`src/rtl/spiflash_resp_pkg.sv`:
```
// spiflash_resp_pkg: states and command constants; SPIFLASH_RESP_QUAD_EN adds the MODE/DUMMY states
package spiflash_resp_pkg;
  localparam int ADDR_W = 24;
  localparam logic [7:0] CMD_READ = 8'h03;
  localparam logic [7:0] CMD_QREAD = 8'hEB;
  localparam logic [7:0] CMD_RESET_CRM = 8'hFF;
  localparam logic [1:0] CRM_MODE_BITS = 2'b10;
  typedef enum logic [2:0] {
    IDLE,
    CMD,
    ADDR,
`ifdef SPIFLASH_RESP_QUAD_EN
    MODE,
    DUMMY,
`endif
    DATA,
    IGNORE
  } state_e;
endpackage

```
`src/rtl/spi_pin_sync.sv`:
```
// spi_pin_sync: synchronizes csb/sclk/io into clk and flags sclk rise/fall
module spi_pin_sync #(
  parameter int SYNC_STAGES = 2
) (
  input  logic       clk,
  input  logic       resetn,
  input  logic       csb,
  input  logic       sclk,
  input  logic [3:0] io,
  output logic       csb_s,
  output logic [3:0] io_s,
  output logic       rise,
  output logic       fall
);
  logic [5:0] stg_q [SYNC_STAGES];
  logic [5:0] stg_d [SYNC_STAGES];
  logic       sclk_s, sclk_prev_q;
  // shift chain: new pin values enter stage 0
  always_comb begin
    stg_d[0] = {csb, sclk, io};
    for (int i = 1; i < SYNC_STAGES; i++) stg_d[i] = stg_q[i-1];
  end
  // synchronizer flops; csb resets deasserted (high)
  always_ff @(posedge clk or negedge resetn) begin
    if (!resetn) begin
      for (int i = 0; i < SYNC_STAGES; i++) stg_q[i] <= 6'b100000;
      sclk_prev_q <= 1'b0;
    end else begin
      stg_q <= stg_d;
      sclk_prev_q <= sclk_s;
    end
  end
  assign {csb_s, sclk_s, io_s} = stg_q[SYNC_STAGES-1];
  assign rise = sclk_s & ~sclk_prev_q;
  assign fall = ~sclk_s & sclk_prev_q;
endmodule

```
`src/rtl/spiflash_responder.sv`:
```
// spiflash_responder: SPI NOR read responder backed by a byte store (quad read with SPIFLASH_RESP_QUAD_EN)
module spiflash_responder
  import spiflash_resp_pkg::*;
#(
  parameter int DUMMY_CYCLES = 4,
  parameter int SYNC_STAGES  = 2
) (
  input  logic              clk,
  input  logic              resetn,
  input  logic              flash_csb,
  input  logic              flash_clk,
  input  logic              flash_io0_di,
  input  logic              flash_io1_di,
  input  logic              flash_io2_di,
  input  logic              flash_io3_di,
  output logic              flash_io0_do,
  output logic              flash_io1_do,
  output logic              flash_io2_do,
  output logic              flash_io3_do,
  output logic              flash_io0_oe,
  output logic              flash_io1_oe,
  output logic              flash_io2_oe,
  output logic              flash_io3_oe,
  output logic              mem_valid,
  input  logic              mem_ready,
  output logic [ADDR_W-1:0] mem_addr,
  input  logic [7:0]        mem_rdata,
  output logic              busy,
  output logic              err
);
`ifdef SPIFLASH_RESP_QUAD_EN
  localparam logic QUAD_EN = 1'b1;
`else
  localparam logic QUAD_EN = 1'b0;
`endif
  localparam int CW = (DUMMY_CYCLES > 24) ? $clog2(DUMMY_CYCLES) : 5;
  logic              csb_s, rise, fall, hit;
  logic [3:0]        io_s;
  logic [7:0]        dat;
  state_e            st_q, st_d;
  logic [CW-1:0]     cnt_q, cnt_d;
  logic [23:0]       sh_q, sh_d;
  logic [ADDR_W-1:0] rd_addr_q, rd_addr_d, mem_addr_q, mem_addr_d;
  logic [7:0]        buf_q, buf_d;
  logic              buf_v_q, buf_v_d, mem_valid_q, mem_valid_d;
  logic [3:0]        do_q, do_d, oe_q, oe_d;
  logic              quad_q, quad_d, crm_q, crm_d, err_q, err_d, busy_q, busy_d;
  spi_pin_sync #(.SYNC_STAGES(SYNC_STAGES)) u_sync (
    .clk   (clk),
    .resetn(resetn),
    .csb   (flash_csb),
    .sclk  (flash_clk),
    .io    ({flash_io3_di, flash_io2_di, flash_io1_di, flash_io0_di}),
    .csb_s (csb_s),
    .io_s  (io_s),
    .rise  (rise),
    .fall  (fall)
  );
  // protocol FSM, fetch buffer and output shifter; a fetch only lands if it matches the byte awaited next
  always_comb begin
    st_d = st_q;
    cnt_d = cnt_q;
    sh_d = sh_q;
    rd_addr_d = rd_addr_q;
    buf_d = buf_q;
    buf_v_d = buf_v_q;
    mem_valid_d = mem_valid_q;
    mem_addr_d = mem_addr_q;
    do_d = do_q;
    oe_d = oe_q;
    quad_d = quad_q;
    crm_d = crm_q;
    err_d = err_q;
    busy_d = ~csb_s;
    hit = mem_valid_q & mem_ready & (mem_addr_q == rd_addr_q);
    dat = (cnt_q == '0) ? (buf_v_q ? buf_q : hit ? mem_rdata : 8'hFF) : sh_q[7:0];
    if (mem_valid_q && mem_ready) begin
      mem_valid_d = 1'b0;
      buf_d = hit ? mem_rdata : buf_q;
      buf_v_d = buf_v_q | hit;
    end
    case (st_q)
      IDLE: if (!csb_s) begin
        st_d = crm_q ? ADDR : CMD;
        quad_d = crm_q;
      end
      CMD: if (rise) begin
        sh_d = {sh_q[22:0], io_s[0]};
        cnt_d = cnt_q + CW'(1);
        if (cnt_q == CW'(7)) begin
          cnt_d = '0;
          quad_d = QUAD_EN && sh_d[7:0] == CMD_QREAD;
          st_d = (sh_d[7:0] == CMD_READ || quad_d) ? ADDR : IGNORE;
          crm_d = crm_q && sh_d[7:0] != CMD_RESET_CRM;
          err_d = err_q || (st_d == IGNORE && sh_d[7:0] != CMD_RESET_CRM);
        end
      end
      ADDR: if (rise) begin
        sh_d = quad_q ? {sh_q[19:0], io_s} : {sh_q[22:0], io_s[0]};
        cnt_d = cnt_q + CW'(1);
        if (cnt_q == (quad_q ? CW'(5) : CW'(23))) begin
          cnt_d = '0;
          rd_addr_d = sh_d;
          mem_addr_d = sh_d;
          mem_valid_d = 1'b1;
          buf_v_d = 1'b0;
`ifdef SPIFLASH_RESP_QUAD_EN
          st_d = quad_q ? MODE : DATA;
`else
          st_d = DATA;
`endif
        end
      end
`ifdef SPIFLASH_RESP_QUAD_EN
      MODE: if (rise) begin
        sh_d = {sh_q[19:0], io_s};
        cnt_d = cnt_q + CW'(1);
        if (cnt_q == CW'(1)) begin
          cnt_d = '0;
          crm_d = sh_d[5:4] == CRM_MODE_BITS;
          st_d = (DUMMY_CYCLES == 0) ? DATA : DUMMY;
        end
      end
      DUMMY: if (rise) begin
        cnt_d = cnt_q + CW'(1);
        if (cnt_q == CW'(DUMMY_CYCLES - 1)) begin
          cnt_d = '0;
          st_d = DATA;
        end
      end
`endif
      DATA: if (fall) begin
        cnt_d = (cnt_q == (quad_q ? CW'(1) : CW'(7))) ? '0 : cnt_q + CW'(1);
        do_d = quad_q ? dat[7:4] : {2'b00, dat[7], 1'b0};
        oe_d = quad_q ? 4'hF : 4'h2;
        sh_d[7:0] = quad_q ? {dat[3:0], 4'h0} : {dat[6:0], 1'b0};
        if (cnt_q == '0) begin
          err_d = err_q | ~(buf_v_q | hit);
          buf_v_d = 1'b0;
          rd_addr_d = rd_addr_q + 24'd1;
        end
      end
      default: oe_d = '0;
    endcase
    if (csb_s) begin
      st_d = IDLE;
      cnt_d = '0;
      oe_d = '0;
      mem_valid_d = 1'b0;
      buf_v_d = 1'b0;
    end
    if (st_d == DATA && !mem_valid_d && !buf_v_d) begin
      mem_valid_d = 1'b1;
      mem_addr_d = rd_addr_d;
    end
  end
  // state and output registers, cleared asynchronously
  always_ff @(posedge clk or negedge resetn) begin
    if (!resetn) begin
      st_q <= IDLE;
      cnt_q <= '0;
      sh_q <= '0;
      rd_addr_q <= '0;
      buf_q <= '0;
      buf_v_q <= 1'b0;
      mem_valid_q <= 1'b0;
      mem_addr_q <= '0;
      do_q <= '0;
      oe_q <= '0;
      quad_q <= 1'b0;
      crm_q <= 1'b0;
      err_q <= 1'b0;
      busy_q <= 1'b0;
    end else begin
      st_q <= st_d;
      cnt_q <= cnt_d;
      sh_q <= sh_d;
      rd_addr_q <= rd_addr_d;
      buf_q <= buf_d;
      buf_v_q <= buf_v_d;
      mem_valid_q <= mem_valid_d;
      mem_addr_q <= mem_addr_d;
      do_q <= do_d;
      oe_q <= oe_d;
      quad_q <= quad_d;
      crm_q <= crm_d;
      err_q <= err_d;
      busy_q <= busy_d;
    end
  end
  assign {flash_io3_do, flash_io2_do, flash_io0_do} = {do_q[3], do_q[2], do_q[0]} & {3{QUAD_EN}};
  assign {flash_io3_oe, flash_io2_oe, flash_io0_oe} = {oe_q[3], oe_q[2], oe_q[0]} & {3{QUAD_EN}};
  assign flash_io1_do = do_q[1];
  assign flash_io1_oe = oe_q[1];
  assign mem_valid = mem_valid_q;
  assign mem_addr = mem_addr_q;
  assign busy = busy_q;
  assign err = err_q;
endmodule

```
`config.mk`:
```
export PLATFORM = sky130hd
export DESIGN_NAME = spiflash_responder
export DESIGN_NICKNAME = d
export VERILOG_FILES = /design/src/rtl/spiflash_resp_pkg.sv /design/src/rtl/spi_pin_sync.sv /design/src/rtl/spiflash_responder.sv
export SDC_FILE = /design/constraint.sdc
export NUM_CORES = 1
export LEC_CHECK = 0
export ABC_AREA = 1
export BUFFER_PORTS_ARGS = -buffer_cell sky130_fd_sc_hd__buf_2
export CORE_UTILIZATION = 36
export CTS_BUF_LIST = sky130_fd_sc_hd__clkbuf_4 sky130_fd_sc_hd__clkbuf_8
export CTS_CLUSTER_SIZE = 28
export DETAILED_ROUTE_END_ITERATION = 12
export PLACE_DENSITY = 0.54
export SLEW_MARGIN = 20
export SYNTH_ARGS = -nofsm -noshare
export SYNTH_HDL_FRONTEND = slang
export SYNTH_SLANG_ARGS = --single-unit
```
`constraint.sdc`:
```
create_clock -name clk -period 3 [get_ports clk]
set_input_delay 0.45 -clock clk [delete_from_list [all_inputs] [get_ports clk]]
set_output_delay 0.45 -clock clk [all_outputs]
set_load 0.05 [all_outputs]
```
### Word-level counts from Yosys, hierarchy flattened

Index checks and enable logic that the tools add are counted.

* register bits after elaboration: 110
* logic and storage cells: 144
* output and inout port bits: 35

* eq/ne operators: 21
* muxes and demuxes: 64
* bitwise operators: 10
* reductions and logical operators: 29
* add/sub/neg operators: 2

Operators with widths (count)
* $mux 24: 9
* $pmux 24 s2: 1
* $mux 23: 2
* $mux 5: 8
* $mux 8: 5
* $pmux 15 s2: 1
* $add 24x1->24 const B: 1
* $eq 24x24->1: 1
* $pmux 8 s3: 1
* $mux 3: 7
* $mux 1: 20
* $pmux 5 s3: 1
* $ne 2x2->1 const B: 6
* $reduce_and 4->1: 3
* $reduce_bool 2->1: 6
* $eq 3x2->1 const B: 3
* $ne 3x2->1 const B: 3
* $pmux 3 s3: 1
* $reduce_and 3->1: 3
* $eq 8x2->1 const B: 1
* $mux 2: 4
* $ne 8x8->1 const B: 1
* $pmux 1 s2: 3
* $reduce_and 2->1: 3
* other kinds (20): 32

### Longest topological paths before layout

* word-level depth: 12
* depth in mapped cells: 17
* depth with buffers taken out: 16

### Cells and area by module

A second synthesis with hierarchy kept.

* cells, all modules: 998
* area, all modules: 6746.5 um2

Modules (own cells, without submodules)
* spiflash_responder: times used 1, area an instance 6403.6 um2, cells an instance 981
* spi_pin_sync: times used 1, area an instance 342.8 um2, cells an instance 17

### Least setup slack after synthesis

Ideal clock, no wire load.

* path type: register to register
* from: register mem_addr_q[21], in the netlist mem_addr[21]
* to: register mem_addr_q[22], in the netlist mem_addr[22]
* period minus slack after synthesis: 1998 ps
* required time: 2873 ps
* path slack: 1002 ps
* arrival: 1872 ps
* stages on the path, launching flop included: 17
* path through: dfrtp_1 -> inv_1 -> nand2_1 -> nand2_1 -> inv_1 -> nand2_1 -> nor2_1 -> nand2_1 -> nor2_2 -> nand2_2 -> nand2_2 -> nand3_2 -> nand2_2 -> nor2_4 -> buf_6 -> nand2_1 -> nand3_1

* longest elaborated chain between the ends: 12
* elaborated cells on any way between the ends: 17
* those cells by class: eq/ne (1); mux (8); bitwise (2); reduce/logical (6)

Ends and longest elaborated chain
* start: declaration: line spiflash_responder.sv:43 `logic [ADDR_W-1:0] rd_addr_q, rd_addr_d, mem_addr_q, mem_addr_d;`
* start signal: assignment: line spiflash_responder.sv:182 `mem_addr_q <= mem_addr_d;`
* $eq 24x24->1 *: line spiflash_responder.sv:75 `hit = mem_valid_q & mem_ready & (mem_addr_q == rd_addr_q);`
* $and 1x1->1 *: line spiflash_responder.sv:75
* $or 1x1->1 *: line spiflash_responder.sv:80 `buf_v_d = buf_v_q | hit;`
* $mux 1 *: line spiflash_responder.sv:77 `if (mem_valid_q && mem_ready) begin`
* $mux 1, on equally long branches: line spiflash_responder.sv:137, spiflash_responder.sv:101
* $mux 1, on equally long branches: line spiflash_responder.sv:132, spiflash_responder.sv:98
* $pmux 1 s2 *: line spiflash_responder.sv:82 `case (st_q)`
* $mux 1 *: line spiflash_responder.sv:145 `if (csb_s) begin`
* $logic_not 1->1 *: line spiflash_responder.sv:152 `if (st_d == DATA && !mem_valid_d && !buf_v_d) begin`
* $logic_and 1x1->1 *: line spiflash_responder.sv:152
* $reduce_bool 2->1 (no line)
* $reduce_and 3->1 (no line)

Mark *: on every way between the ends. The rest lies on a longest branch, timed or not.
A chain may end at the register's enable or synchronous reset.

### Worst setup path in the final report

* from: register rd_addr_q[19]
* to: register mem_addr_q[15], in the netlist mem_addr[15]

* longest elaborated chain between the ends: 12
* elaborated cells on any way between the ends: 17
* those cells by class: eq/ne (1); mux (8); bitwise (2); reduce/logical (6)

Ends and longest elaborated chain
* start: declaration: line spiflash_responder.sv:43
* start signal: assignment: line spiflash_responder.sv:178 `rd_addr_q <= rd_addr_d;`
* $eq 24x24->1 *: line spiflash_responder.sv:75
* $and 1x1->1 *: line spiflash_responder.sv:75
* $or 1x1->1 *: line spiflash_responder.sv:80
* $mux 1 *: line spiflash_responder.sv:77
* $mux 1, on equally long branches: line spiflash_responder.sv:137, spiflash_responder.sv:101
* $mux 1, on equally long branches: line spiflash_responder.sv:132, spiflash_responder.sv:98
* $pmux 1 s2 *: line spiflash_responder.sv:82
* $mux 1 *: line spiflash_responder.sv:145
* $logic_not 1->1 *: line spiflash_responder.sv:152
* $logic_and 1x1->1 *: line spiflash_responder.sv:152
* $reduce_bool 2->1 (no line)
* $reduce_and 3->1 (no line)

Marks and branches as above.

==> summary by stage <==
Run status
The flow ran to the end, and the final reports show no timing, DRC or antenna violations.

Finish
The library cells used most frequently in the layout, excluding fill and tap cells, are sky130_fd_sc_hd__nand2_1, sky130_fd_sc_hd__inv_1, sky130_fd_sc_hd__dfrtp_1. The net total in the final layout is 1016. The commonest non-fill, non-tap cell in the layout is sky130_fd_sc_hd__nand2_1.

The total inserted antenna cells is 0. The filler cell count in the final layout is 1924. The sequential cells in the finished layout cover a total of 2710 µm². The summed area of non-filler cells in the final layout is 7380 µm². The share of layout cells above drive strength 1 is 13.2%. The fraction of the core area covered by cells at the end of the flow is 40.7%. Compared with the post-synthesis result, the final layout area differs by 9.26%. In the final layout, the multi-input gates occupy 3280 µm².

Placed design
The post-placement worst setup slack is 0.519 ns. During placement, the flow inserted port buffers numbering 45. The routability congestion estimate is 0.941. Once detailed placement completed, the half-perimeter wirelength came to 14.0 mm.

In this run the cell area measured after placement is 7160 µm².

Routing
After the first detailed-routing iteration, the DRC count stood at 550. After detailed routing, the number of remaining DRC violations is 0. The first-pass detailed-route iteration total is 8. The count of nets left with antenna violations once routing finished came out at 0. The ratio of routed vias to standard cells is 4.95. The wire length after detailed routing is 18.6 mm. The post-detailed-route wirelength per cell is 15.1 µm.

The number of vias after detailed routing is 6089.

Clocking
The H-tree was split into 3 levels. The buffer type at the clock tree root is sky130_fd_sc_hd__clkbuf_8. The number of setup buffers added after CTS is 0.

Post-CTS repair changed the size of 0 cells. The clock latency reported for the late side of the worst-skew pair is 0.40 ns. The number of buffers between clock root and the deepest sink is 2. The clock net sink count is 108. In this run, CTS created clock tree buffers numbering 9. The CTS clock-pin slew for the worst setup and hold paths is 0.10 ns.

Hold repair after CTS inserted 0 buffers. The clock tree from TritonCTS is done.

Logic synthesis
For this run, the register share of the synthesized area comes to 40.0%. Summing every instance area after synthesis gives 6760 µm². The average instance area after synthesis is 7.04 µm². The number of library cell types mapped by synthesis is 49. The async set or reset register ratio after synthesis is 100%. Synthesis inferred 108 register bits.

After technology mapping, the gate count stands at 960. The count of flip-flops with a built-in enable after synthesis is 0. The count of yosys warnings during synthesis is 0. The most used flip-flop cell after synthesis is sky130_fd_sc_hd__dfrtp_1.

Worst setup path
The peak fanout along the critical path is 34. The startpoint class of the critical path is a register. The worst setup path is captured at a register.

The worst-case register-to-register setup slack is 0.54 ns. The critical register-to-register path startpoint is rd_addr_q[19]. The data required time of the worst path is 3.29 ns. At the worst endpoint, the arrival time is 2.76 ns.

The endpoint identified for the worst register-to-register timing path is mem_addr[15]. Counting cells, the worst reg-to-reg path comes to 13. The category of the most critical setup path is reg -> reg.

GRT
Global routing used 20.6% of the available tracks across all layers. The via count of the first global-routing pass is 5601. Summed over all layers, the global routing overflow is 0. The number of antenna violations at the first check in global routing came to 0.

The first-pass GRT wire length is 30.9 mm. Entering global routing, the biggest net connects 63 pins.

Floorplan
The vertical die dimension is 139 µm. The initial core utilization is 37.2%. The number of placement rows is 49.

In this run the count of I/O pins placed on the die edge is 52. The die footprint is 19300 µm². In this run the horizontal extent of the chip is 139 µm. The total area inside the core boundary comes to 18100 µm².

Flow run
The tool flagged a number of max-cap violations equal to 0.

STA
Of the available clock period, the critical path in the final layout requires 82.1%. The maximum achievable frequency is 406 MHz. For the finished layout, the period the worst path requires is 2.46 ns. For the pin with the worst max-slew slack, the measured transition is 0.846 ns. The final setup violation count is 0. The final count of hold timing violations is 0. The worst-case headroom to the max-slew limit is 43.6%.

The total count of max-transition violations in the final report is 0. Adding up every negative setup slack in the final design gives 0 ns. Clock skew on the completed layout was measured at 0.0146 ns. Setup repair after global routing left no endpoint under its margin. The final worst-path setup slack is 0.537 ns.

Pwr
The part of the power in registers is 43.4%. The worst-case vdd ir drop is 0.281 mV. The static leakage power is 3.72 nW. The total internal power is 2.70 mW. Of the total power, the share spent switching nets is 41.4%. The switching power is 1.91 mW. Power spread over the standard cell area amounts to 625 nW/µm². The clock share of power is 21.9%.

The proportion of power drawn by combinational gates is 34.7%.

Worst hold path
The tightest min-delay check is of the in -> async type.
[cells in the mapped netlist (5+ instances only)]
library cell / n / area, µm²
sky130_fd_sc_hd__nand3_1: 90 / 450
sky130_fd_sc_hd__inv_1: 128 / 480
sky130_fd_sc_hd__dfrtp_1: 106 / 2650
sky130_fd_sc_hd__xnor2_1: 10 / 87.6
sky130_fd_sc_hd__buf_2: 7 / 35.0
sky130_fd_sc_hd__a21oi_1: 22 / 110
sky130_fd_sc_hd__a31oi_1: 5 / 31.3
sky130_fd_sc_hd__nor2_4: 7 / 78.8
sky130_fd_sc_hd__nand4_1: 7 / 43.8
sky130_fd_sc_hd__buf_6: 7 / 78.8
sky130_fd_sc_hd__o211ai_1: 13 / 97.6
sky130_fd_sc_hd__inv_2: 19 / 71.3
sky130_fd_sc_hd__xor2_1: 10 / 87.6
sky130_fd_sc_hd__nor2_2: 7 / 43.8
sky130_fd_sc_hd__clkbuf_1: 12 / 45.0
sky130_fd_sc_hd__nand2_2: 9 / 56.3
sky130_fd_sc_hd__buf_4: 8 / 60.1
sky130_fd_sc_hd__nand2_1: 295 / 1110
sky130_fd_sc_hd__o21ai_0: 78 / 390
sky130_fd_sc_hd__nor2_1: 57 / 214
sky130_fd_sc_hd__a221oi_1: 7 / 61.3
sky130_fd_sc_hd__nor3_1: 14 / 70.1
[per-stage QoR]
step / power, mW / instances / hold slack, ns
6_report: 4.62 / 1230 / 0.123
3_3_place_gp: 3.63 / 1214 / 0.334
3_5_place_dp: 3.63 / 1214 / 0.336
2_1_floorplan: 3.15 / 965 / 0.154
4_1_cts: 4.66 / 1230 / 0.113
5_1_grt: 4.94 / 1230 / 0.114
[power groups by stage]
stage	Sequential (mW)	Clock, mW	Combinational [mW]
after detailed placement	2.03	0	1.60
final	2.00	1.01	1.60
after floorplan	2.18	0	0.969
after CTS	2.00	1.05	1.61
after global routing	2.05	1.10	1.80
after global placement	2.03	0	1.60
[logic make-up (layout without fill, tap and decap cells)]
kind of cell / Yosys count / after routing / synth area share [%]
buffers and inverters: 186 / 222 / 11.7
adder cells (fa/ha/maj): 3 / 3 / 0.556
other: 1 / 6 / 0.0555
XOR/XNOR: 20 / 20 / 2.59
flip-flops: 108 / 108 / 40.0
AO/OA/AOI/OAI: 138 / 138 / 11.8
AND/OR/NAND/NOR: 504 / 504 / 33.3
[worst max path at each step]
stage	startpoint	endpoint	slack [ns]	cells past startpoint
6_report	rd_addr_q[19]	mem_addr[15]	0.54	13
5_1_grt	rd_addr_q[22]	mem_addr[21]	0.30	14
4_1_cts	rd_addr_q[19]	mem_addr[21]	0.58	13
3_5_place_dp	mem_ready	mem_addr[21]	0.52	14
3_3_place_gp	mem_ready	mem_addr[21]	0.51	14
2_1_floorplan	mem_addr[21]	mem_addr[22]	1.00	16
[per-layer routing]
layer,up-vias,track usage (%),share of wire [%]
met1,2819,29.8,50
met5,-,0,0
met3,15,3.73,4.0
li1,3114,-,-
met2,141,31.7,44
met4,0,4.80,1.2
[area by class of cell]
type | count | share of cell area, %
clock buffers | 11 | 1.97
clock inverters | 5 | 1.02
inverters | 149 | 7.59
multi-input cells | 671 | 44.4
flip-flops and latches | 108 | 36.6
well taps | 229 | 3.88
repair buffers | 57 | 4.47
[flip-flops by register name (all words and copies together) (netlist names), 3 cells and up]
name,count
cnt_q,5
buf_q,8
u_sync.io_s,4
u_sync.stg_d,6
sh_q,23
st_q,3
rd_addr_q,24
mem_addr,24
[worst max-delay path: stages, from the launching register on]
cell and delay (ns):
sky130_fd_sc_hd__dfrtp_1 0.43, sky130_fd_sc_hd__inv_1 0.12, sky130_fd_sc_hd__nand2_1 0.11, sky130_fd_sc_hd__nand2_1 0.06
sky130_fd_sc_hd__nor2_1 0.15, sky130_fd_sc_hd__nand3b_1 0.14, sky130_fd_sc_hd__nor2_2 0.36, sky130_fd_sc_hd__nand2_2 0.15
sky130_fd_sc_hd__nand2_2 0.13, sky130_fd_sc_hd__nand3_2 0.13, sky130_fd_sc_hd__nand2_4 0.34, sky130_fd_sc_hd__nand2_1 0.09
sky130_fd_sc_hd__nand2_1 0.08, sky130_fd_sc_hd__nand2_1 0.05
No activity file was read; power rests on OpenSTA's default activity.
